===== config.mk =====
export PLATFORM = sky130hd
export DESIGN_NAME = tbird_mode_ctrl_flat
export DESIGN_NICKNAME = d
export VERILOG_FILES = /design/src/rtl/tbird_mode_ctrl_if.sv /design/src/rtl/tbird_mode_ctrl.sv /design/src/flat_wrapper.sv
export SDC_FILE = /design/constraint.sdc
export NUM_CORES = 1
export LEC_CHECK = 0
export BUFFER_PORTS_ARGS = -buffer_cell sky130_fd_sc_hd__clkbuf_2
export CAP_MARGIN = 20
export CORE_UTILIZATION = 25
export DETAILED_ROUTE_END_ITERATION = 6
export GPL_ROUTABILITY_DRIVEN = 1
export HOLD_SLACK_MARGIN = 0.15
export PLACE_DENSITY = 0.38
export SYNTH_ARGS = -nofsm -noshare
export SYNTH_HDL_FRONTEND = slang
export SYNTH_SLANG_ARGS = --single-unit
export TNS_END_PERCENT = 30

===== constraint.sdc =====
create_clock -name clock -period 2.5 [get_ports clock]
set_input_delay 0.5 -clock clock [delete_from_list [all_inputs] [get_ports clock]]
set_output_delay 0.5 -clock clock [all_outputs]
set_load 0.02 [all_outputs]

===== src/rtl/tbird_mode_ctrl_if.sv =====
// Driver-request / sequencer-control bundle for the T-bird tail-light front end.
// The master drives the raw driver inputs; the slave (the mode controller) drives the mode outputs.
interface tbird_mode_ctrl_if;
  logic       left_req;
  logic       right_req;
  logic       hazard_req;
  logic       brake;
  logic [2:0] switch;
  logic       step;
  logic [2:0] phase;
  logic       busy;

  modport master (
    output left_req, right_req, hazard_req, brake,
    input  switch, step, phase, busy
  );

  modport slave (
    input  left_req, right_req, hazard_req, brake,
    output switch, step, phase, busy
  );
endinterface


===== src/rtl/tbird_mode_ctrl.sv =====
// T-bird tail-light front end: debounces driver inputs, arbitrates them into a direction FSM,
// and emits the sequencer mode code plus a prescaled step pulse aligned to sequence boundaries.
module tbird_mode_ctrl #(
  parameter int DEB_CYCLES = 4,
  parameter int TICK_DIV   = 10,
  parameter int STEP_COUNT = 5
) (
  input  logic             clock,
  input  logic             reset,
  tbird_mode_ctrl_if.slave bus
);

  localparam int DCW = $clog2(DEB_CYCLES + 1);
  localparam int TCW = $clog2(TICK_DIV);
  localparam logic [DCW-1:0] DEB_LAST   = DCW'(DEB_CYCLES - 1);
  localparam logic [DCW-1:0] DEB_ONE    = DCW'(1);
  localparam logic [DCW-1:0] DEB_ZERO   = DCW'(0);
  localparam logic [TCW-1:0] TICK_LAST  = TCW'(TICK_DIV - 1);
  localparam logic [TCW-1:0] TICK_ONE   = TCW'(1);
  localparam logic [TCW-1:0] TICK_ZERO  = TCW'(0);
  localparam logic [2:0]     PHASE_LAST = 3'(STEP_COUNT - 1);

  typedef enum logic [1:0] {
    IDLE   = 2'b00,
    RIGHT  = 2'b01,
    LEFT   = 2'b10,
    HAZARD = 2'b11
  } state_t;

  // Request codes share the state encoding so a request maps directly onto its target state.
  typedef enum logic [1:0] {
    REQ_NONE = 2'b00,
    REQ_R    = 2'b01,
    REQ_L    = 2'b10,
    REQ_HAZ  = 2'b11
  } req_t;

  // Bit order of the filter bank: 0 left, 1 right, 2 hazard, 3 brake.
  logic [3:0]     raw_s;
  logic [3:0]     filt_r;
  logic [DCW-1:0] deb_cnt_r [4];

  state_t         state_r;
  state_t         state_nxt_s;
  req_t           req_s;
  logic           boundary_s;
  logic           restart_s;
  logic [TCW-1:0] tick_r;
  logic           hold_r;
  logic           step_r;
  logic [2:0]     phase_r;
  logic [2:0]     switch_r;
  logic           busy_r;

  assign raw_s = {bus.brake, bus.hazard_req, bus.right_req, bus.left_req};

  // Per-input debounce: filtered value follows raw after DEB_CYCLES consecutive differing samples.
  always_ff @(posedge clock) begin
    if (reset) begin
      filt_r <= 4'b0000;
      for (int i = 0; i < 4; i++) begin
        deb_cnt_r[i] <= DEB_ZERO;
      end
    end else begin
      for (int i = 0; i < 4; i++) begin
        if (raw_s[i] != filt_r[i]) begin
          if (deb_cnt_r[i] == DEB_LAST) begin
            filt_r[i]    <= raw_s[i];
            deb_cnt_r[i] <= DEB_ZERO;
          end else begin
            deb_cnt_r[i] <= deb_cnt_r[i] + DEB_ONE;
          end
        end else begin
          deb_cnt_r[i] <= DEB_ZERO;
        end
      end
    end
  end

  // Priority decode of filtered levers; both levers together count as hazard.
  always_comb begin
    req_s = REQ_NONE;
    if (filt_r[2] | (filt_r[0] & filt_r[1])) begin
      req_s = REQ_HAZ;
    end else if (filt_r[0]) begin
      req_s = REQ_L;
    end else if (filt_r[1]) begin
      req_s = REQ_R;
    end else begin
      req_s = REQ_NONE;
    end
  end

  assign boundary_s = step_r & (phase_r == PHASE_LAST);

  // Next direction state: hazard pre-empts at once, all other changes wait for a boundary.
  always_comb begin
    state_nxt_s = state_r;
    case (state_r)
      IDLE: begin
        state_nxt_s = state_t'(req_s);
      end
      LEFT, RIGHT: begin
        if (req_s == REQ_HAZ) begin
          state_nxt_s = HAZARD;
        end else if (boundary_s) begin
          state_nxt_s = state_t'(req_s);
        end else begin
          state_nxt_s = state_r;
        end
      end
      HAZARD: begin
        if (boundary_s) begin
          state_nxt_s = state_t'(req_s);
        end else begin
          state_nxt_s = state_r;
        end
      end
      default: begin
        state_nxt_s = IDLE;
      end
    endcase
  end

  assign restart_s = (state_nxt_s != state_r);

  // FSM, prescaler, phase and mode outputs, all updated together.
  // On a restart the prescaler is parked one extra clock so the first step lands TICK_DIV+1 after entry.
  always_ff @(posedge clock) begin
    if (reset) begin
      state_r  <= IDLE;
      switch_r <= 3'b000;
      busy_r   <= 1'b0;
      tick_r   <= TICK_ZERO;
      hold_r   <= 1'b0;
      step_r   <= 1'b0;
      phase_r  <= 3'd0;
    end else begin
      state_r  <= state_nxt_s;
      switch_r <= {filt_r[3], state_nxt_s};
      busy_r   <= (state_nxt_s != IDLE);
      if ((state_nxt_s == IDLE) || restart_s) begin
        tick_r  <= TICK_ZERO;
        hold_r  <= (state_nxt_s != IDLE);
        step_r  <= 1'b0;
        phase_r <= 3'd0;
      end else if (hold_r) begin
        tick_r <= TICK_ZERO;
        hold_r <= 1'b0;
        step_r <= 1'b0;
      end else begin
        if (tick_r == TICK_LAST) begin
          tick_r <= TICK_ZERO;
          step_r <= 1'b1;
        end else begin
          tick_r <= tick_r + TICK_ONE;
          step_r <= 1'b0;
        end
        if (step_r) begin
          phase_r <= (phase_r == PHASE_LAST) ? 3'd0 : (phase_r + 3'd1);
        end
      end
    end
  end

  assign bus.switch = switch_r;
  assign bus.step   = step_r;
  assign bus.phase  = phase_r;
  assign bus.busy   = busy_r;

endmodule


===== src/flat_wrapper.sv =====
// flat-port wrapper written by rule: the top's interface ports become plain ports
module tbird_mode_ctrl_flat 
#(
  parameter int DEB_CYCLES = 4,
  parameter int TICK_DIV   = 10,
  parameter int STEP_COUNT = 5
)
  (clock, reset, bus_left_req, bus_right_req, bus_hazard_req, bus_brake, bus_switch, bus_step, bus_phase, bus_busy);
  tbird_mode_ctrl_if bus_i ();
  input  logic clock;
  input  logic reset;
  input wire logic [$bits(bus_i.left_req)-1:0] bus_left_req;
  input wire logic [$bits(bus_i.right_req)-1:0] bus_right_req;
  input wire logic [$bits(bus_i.hazard_req)-1:0] bus_hazard_req;
  input wire logic [$bits(bus_i.brake)-1:0] bus_brake;
  output wire logic [$bits(bus_i.switch)-1:0] bus_switch;
  output wire logic [$bits(bus_i.step)-1:0] bus_step;
  output wire logic [$bits(bus_i.phase)-1:0] bus_phase;
  output wire logic [$bits(bus_i.busy)-1:0] bus_busy;
  assign bus_i.left_req = bus_left_req;
  assign bus_i.right_req = bus_right_req;
  assign bus_i.hazard_req = bus_hazard_req;
  assign bus_i.brake = bus_brake;
  assign bus_switch = bus_i.switch;
  assign bus_step = bus_i.step;
  assign bus_phase = bus_i.phase;
  assign bus_busy = bus_i.busy;
  tbird_mode_ctrl #(.DEB_CYCLES(DEB_CYCLES), .TICK_DIV(TICK_DIV), .STEP_COUNT(STEP_COUNT)) u_core (.clock(clock), .reset(reset), .bus(bus_i));
endmodule

### After elaboration in Yosys (flattened, before gate mapping)

Memory sizes are Yosys's and may differ from the RTL's.
Cells that the tools add are included.

| storage, ports and cells | value |
|---|---|
| bits in registers | 19 |
| RAM bits | 12 |
| word-level logic and storage cells | 130 |
| memories kept | 1 |

Memories:

| memory | words | width | rd ports | clocked after memory_dff | write ports | RTL line | RTL |
|---|---|---|---|---|---|---|---|
| u_core.deb_cnt_r | 4 | 3 | 4 | 0 | 4 | tbird_mode_ctrl.sv:41 | `logic [DCW-1:0] deb_cnt_r [4];` |

| cells by class | value |
|---|---|
| $add $sub $neg | 6 |
| eq/ne operators | 15 |
| multiplexer cells | 66 |
| bitwise gates (word level) | 17 |
| reduce and logical (&&, ||, !) cells | 14 |

Operators with widths:

| operator | count |
|---|---|
| 1-bit two-way mux | 48 |
| 3-bit two-way mux | 13 |
| 3-bit by 1-bit adder with 3-bit output, second input constant | 5 |
| 1-bit OR | 13 |
| 3-bit by 2-bit == test with 1-bit output, second input constant | 4 |
| 2-bit AND reduction | 5 |
| 2-bit two-way mux | 4 |
| 2-bit == test, second input constant | 3 |
| 2-bit one-hot mux with 3 select lines | 1 |
| 2-bit OR reduction | 3 |
| 4-bit by 1-bit adder with 4-bit output, second input constant | 1 |
| 4-bit == test, second input constant | 1 |
| 2-bit logical NOT | 2 |
| 1-bit inequality test | 4 |
| 4-bit OR reduction | 1 |
| 3-bit == test, second input constant | 1 |
| 3-bit OR reduction | 1 |
| 1-bit AND | 2 |
| 2-bit by 1-bit == test with 1-bit output, second input constant | 1 |
| 2-bit inequality test | 1 |
| 1-bit NOT | 2 |
| 2-bit nonzero test | 1 |
| 1-bit logical OR | 1 |

### Longest topological paths before layout

| logic depth | value |
|---|---|
| depth in word-level cells | 10 |
| gate-level depth with buffers | 7 |
| mapped depth without buffers | 7 |

### Least setup slack after synthesis

No wires, ideal clock.

| timing path | value |
|---|---|
| kind | reg-to-reg |
| from | register u_core.bus.switch[0] (netlist name) |
| to | register u_core.phase_r[2] (netlist: u_core.bus.phase[2]) |
| setup time | 0.139 ns |
| arrival | 2.171 ns |
| setup slack | 0.190 ns |
| cell stages (with the launch flop) | 8 |
| buffers on the path | 0 |
| clock period less this slack | 2.310 ns |
| path through | dfxtp_1 -> inv_1 -> ha_1 -> nor3_2 -> nor3_2 -> o31a_2 -> o211ai_4 -> a211oi_1 |

RTL lines:

| item | RTL line | RTL |
|---|---|---|
| end signal, assigned | tbird_mode_ctrl.sv:160 | `phase_r <= (phase_r == PHASE_LAST) ? 3'd0 : (phase_r + 3'd1);` |
| end, declared | tbird_mode_ctrl.sv:51 | `logic [2:0] phase_r;` |

==> results.py <==
metrics = {
    "cts": {
        "ctsLongestPathBuffers": 2,
        "root_buffer": "clkbuf_8",
        "clkSinkCount": 29,
        "worstSkewPairLatency_ns": 0.27,
        "clk_pin_slew_ns": 0.06,
        "cts_tree": "yes",
        "cts_made_buffers": 5,
        "htree_levels": 2,
    },
    "grt": {
        "grt_pass1_wl_microns": 4680,
        "grt_use_met2_pct": 15.6,
        "grt-busiest-layer": "met2",
        "grtUsageMet3_pct": 3.18,
        "grt_max_degree": 21,
        "first_global_vias": 1054,
        "antenna_found_initial": 0,
        "grt_util_all_layers_pct": 9.60,
        "grtUsageMet1_pct": 11.4,
        "grt_overflow": 0,
    },
    "layout": {
        "drive_gt1_share_pct": 19.1,
        "stdcell_area_sq_mm": 0.00187,
        "final_nets": 192,
        "syn2layout_area_growth_pct": 21.0,
        "antenna_cells": 0,
        "utilization_pct": 31.4,
    },
    "yosys": {
        "synth_edf_count": 12,
        "synthFlopType": "dfxtp_1",
        "yosys_register_bits": 29,
        "synth_compound_area_share_pct": 16.8,
        "yosys_warnings": 0,
        "synthMuxAreaShare_pct": 3.97,
        "ys_top_cells_by_area": "edfxtp_1, dfxtp_1, ha_1, nor2_1, a2111oi_4",
        "synth.distinct_cells": 36,
        "netlist_area_sq_mm": 0.00154,
        "synth-async-reset-ratio_pct": 0,
        "synth_top_family_by_area": "compound AO/OA/AOI/OAI gates",
        "syn-mean-instance-area_sq_um": 10.9,
        "synth-simple-area-share_pct": 15.6,
        "synthXorXnorAreaFrac_pct": 2.84,
        "yosysSeqAreaShare_pct": 45.4,
        "synth_fa_ha_area_share_pct": 11.3,
        "synth_top_area_share_pct": 23.3,
        "synth_cells": 142,
        "yosysTopAreaCell": "edfxtp_1",
    },
    "sta": {
        "post-route-min-period_ns": 2.31,
        "drv_slew": 0,
        "timing.fmax_mhz": 432,
        "setup_viol": 0,
        "worst_clock_skew_ns": 0.00253,
        "period_share_pct": 92.5,
        "finalHoldViolations": 0,
        "fin_tns_setup_ns": 0,
        "rsz0062_at_grt": "no",
    },
    "pwr": {
        "ir_drop_uv": 225,
        "pwr-share-clk_pct": 43.6,
        "p_int_w": 0.000839,
        "netSwitchingFraction_pct": 21.7,
        "leakagePower_nw": 0.740,
        "p_per_area_mw_per_mm2": 573,
        "switchingPower_w": 0.000232,
        "sequentialPowerShare_pct": 49.0,
        "combinationalPowerShare_pct": 7.5,
    },
    "route": {
        "post_drt_wl_per_cell_microns": 11.1,
        "drc": 0,
        "wirelength_microns": 2750,
        "firstDrtPassIters": 4,
        "final_antenna_net_count": 0,
        "avgViaCountPerCell": 4.32,
        "drt_iter0_markers": 40,
        "vias": 1071,
    },
    "hold_path": {
        "hold_depth": 3,
        "hold_path_startpoint": "bus_hazard_req",
        "holdCritPathClass": "in2reg",
        "hold_path_end": "u_core.filt_r[2]$_SDFFE_PP0P_",
    },
    "floorplan": {
        "start_util_pct": 25.9,
        "die_area_sq_mm": 0.00649,
        "die_h_microns": 80.6,
        "num_rows": 28,
        "core_sq_mm": 0.00596,
        "die_w_microns": 80.6,
        "ios": 14,
    },
    "placement": {
        "placed_cell_area_sq_mm": 0.00174,
        "portBuffers": 13,
        "gp_congestion": 0.829,
        "dpl.hpwl_microns": 2040,
    },
    "critical_path": {
        "r2r_start": "u_core.bus.switch[0]$_SDFF_PP0_",
        "worstSetupPathType": "reg2reg",
        "crit_required_ns": 2.64,
        "cp_max_fo": 8,
        "arrival_ns": 2.45,
        "start_kind": "flop",
        "r2r_cells": 8,
        "endpoint_kind": "flop",
        "worstReg2RegEnd": "u_core.bus.phase[2]$_SDFFE_PP0P_",
        "r2r_setup_slack_ns": 0.19,
    },
    "outcome": {
        "status": "finished, final reports clean",
    },
    "flow_run": {
        "maxCapViolCount": 0,
    },
}
[cell usage after synthesis, drive strengths merged (2+ instances only)]
library cell,number
o21bai,2
clkbuf,2
xnor2,5
mux2i,5
o31ai,2
nand2,4
inv,14
a2111oi,2
dfxtp,17
ha,14
nor2,22
o31a,2
edfxtp,12
a21oi,7
a211oi,5
a31oi,2
or3,7
nand2b,2
nor3,4
[worst max path at each step]
stage,start,end,slack (ns),cells after the start
6_report,u_core.bus.switch[0]$_SDFF_PP0_,u_core.bus.phase[2]$_SDFFE_PP0P_,0.19,8
5_1_grt,u_core.bus.switch[0]$_SDFF_PP0_,u_core.tick_r[2]$_SDFF_PP0_,0.02,8
4_1_cts,u_core.bus.switch[0]$_SDFF_PP0_,u_core.bus.phase[2]$_SDFFE_PP0P_,0.12,7
2_1_floorplan,u_core.bus.switch[0]$_SDFF_PP0_,u_core.bus.phase[2]$_SDFFE_PP0P_,0.19,7
3_5_place_dp,u_core.bus.switch[0]$_SDFF_PP0_,u_core.bus.phase[2]$_SDFFE_PP0P_,0.13,7
3_3_place_gp,u_core.bus.switch[0]$_SDFF_PP0_,u_core.bus.phase[2]$_SDFFE_PP0P_,0.24,7
[worst max-delay path, cell delays in order, from the launching register on]
cell and delay (ns):
dfxtp_1 0.45, inv_1 0.17, ha_1 0.37, nor3_2 0.26, nor3_2 0.11, o31a_2 0.40
o211ai_4 0.19, buf_12 0.15, a211oi_1 0.07
[power groups by stage]
| stage | registers, W | clock network [W] | logic, W |
|---|---|---|---|
| 2_1_floorplan | 0.000535 | 0 | 0.0000583 |
| 4_1_cts | 0.000524 | 0.000485 | 0.0000804 |
| 3_3_place_gp | 0.000534 | 0 | 0.0000776 |
| 5_1_grt | 0.000526 | 0.000507 | 0.0000920 |
| 6_report | 0.000525 | 0.000467 | 0.0000799 |
| 3_5_place_dp | 0.000535 | 0 | 0.0000796 |
[cells in the final DEF (no fill, tap or decap), types with 3 or more instances in the layout]
cell type	n
a211oi_1	5
a21oi_1	7
clkbuf_2	13
clkbuf_8	5
conb_1	12
dfxtp_1	17
edfxtp_1	12
ha_1	14
inv_1	14
mux2i_1	5
nand2_1	3
nor2_1	22
nor3_2	3
or3_1	6
xnor2_1	5
[state kept, by name, summed over array words and instances, names as in the netlist]
name	count
u_core.bus.busy	1
u_core.bus.switch	3
u_core.hold_r	1
u_core.bus.step	1
u_core.tick_r	4
u_core.filt_r	4
u_core.deb_cnt_r	12
u_core.bus.phase	3
[layout make-up]
cell class                 count  area (sq um)
clock inverter                 2          33.8
tap                           75          93.8
fill                         653          4090
sequential                    29           701
clock buffer                   6          72.6
multi-input combinational    108           830
inverter                      14          52.6
timing repair buffer          14          85.1
[per-stage QoR]
| stage | cells | worst slack [ns] | hold slack [ns] | power [W] |
|---|---|---|---|---|
| 5_1_grt | 248 | 0.0189 | 0.507 | 0.00113 |
| 2_1_floorplan | 153 | 0.190 | 0.472 | 0.000593 |
| 3_5_place_dp | 239 | 0.126 | 0.497 | 0.000615 |
| 4_1_cts | 247 | 0.118 | 0.493 | 0.00109 |
| 6_report | 248 | 0.188 | 0.498 | 0.00107 |
| 3_3_place_gp | 239 | 0.239 | 0.486 | 0.000611 |
[layer usage]
layer / up-vias / share of wire (%) / wire length [microns]
li1: 555 / - / -
met5: - / 0 / 0
met1: 494 / 46 / 1270
met2: 18 / 48 / 1330
met3: 4 / 4.6 / 125
met4: 0 / 0.98 / 27
[cell families (layout without fill, tap and decap cells)]
kind of cell | after synthesis | after routing
adder cells (fa/ha/maj) | 14 | 14
flip-flops | 29 | 29
buffers and inverters | 16 | 36
XOR/XNOR | 5 | 5
multiplexers | 6 | 6
other | 1 | 12
AND/OR/NAND/NOR | 44 | 44
AO/OA/AOI/OAI | 27 | 27
[timing repair]
item / 4_1_cts / 5_1_grt
setup endpoints to repair: 0 / 8
resized for setup: 0 / 1
buffers inserted: 0 / 1
hold buffers: 0 / 0
No activity file was read; power rests on OpenSTA's default activity.
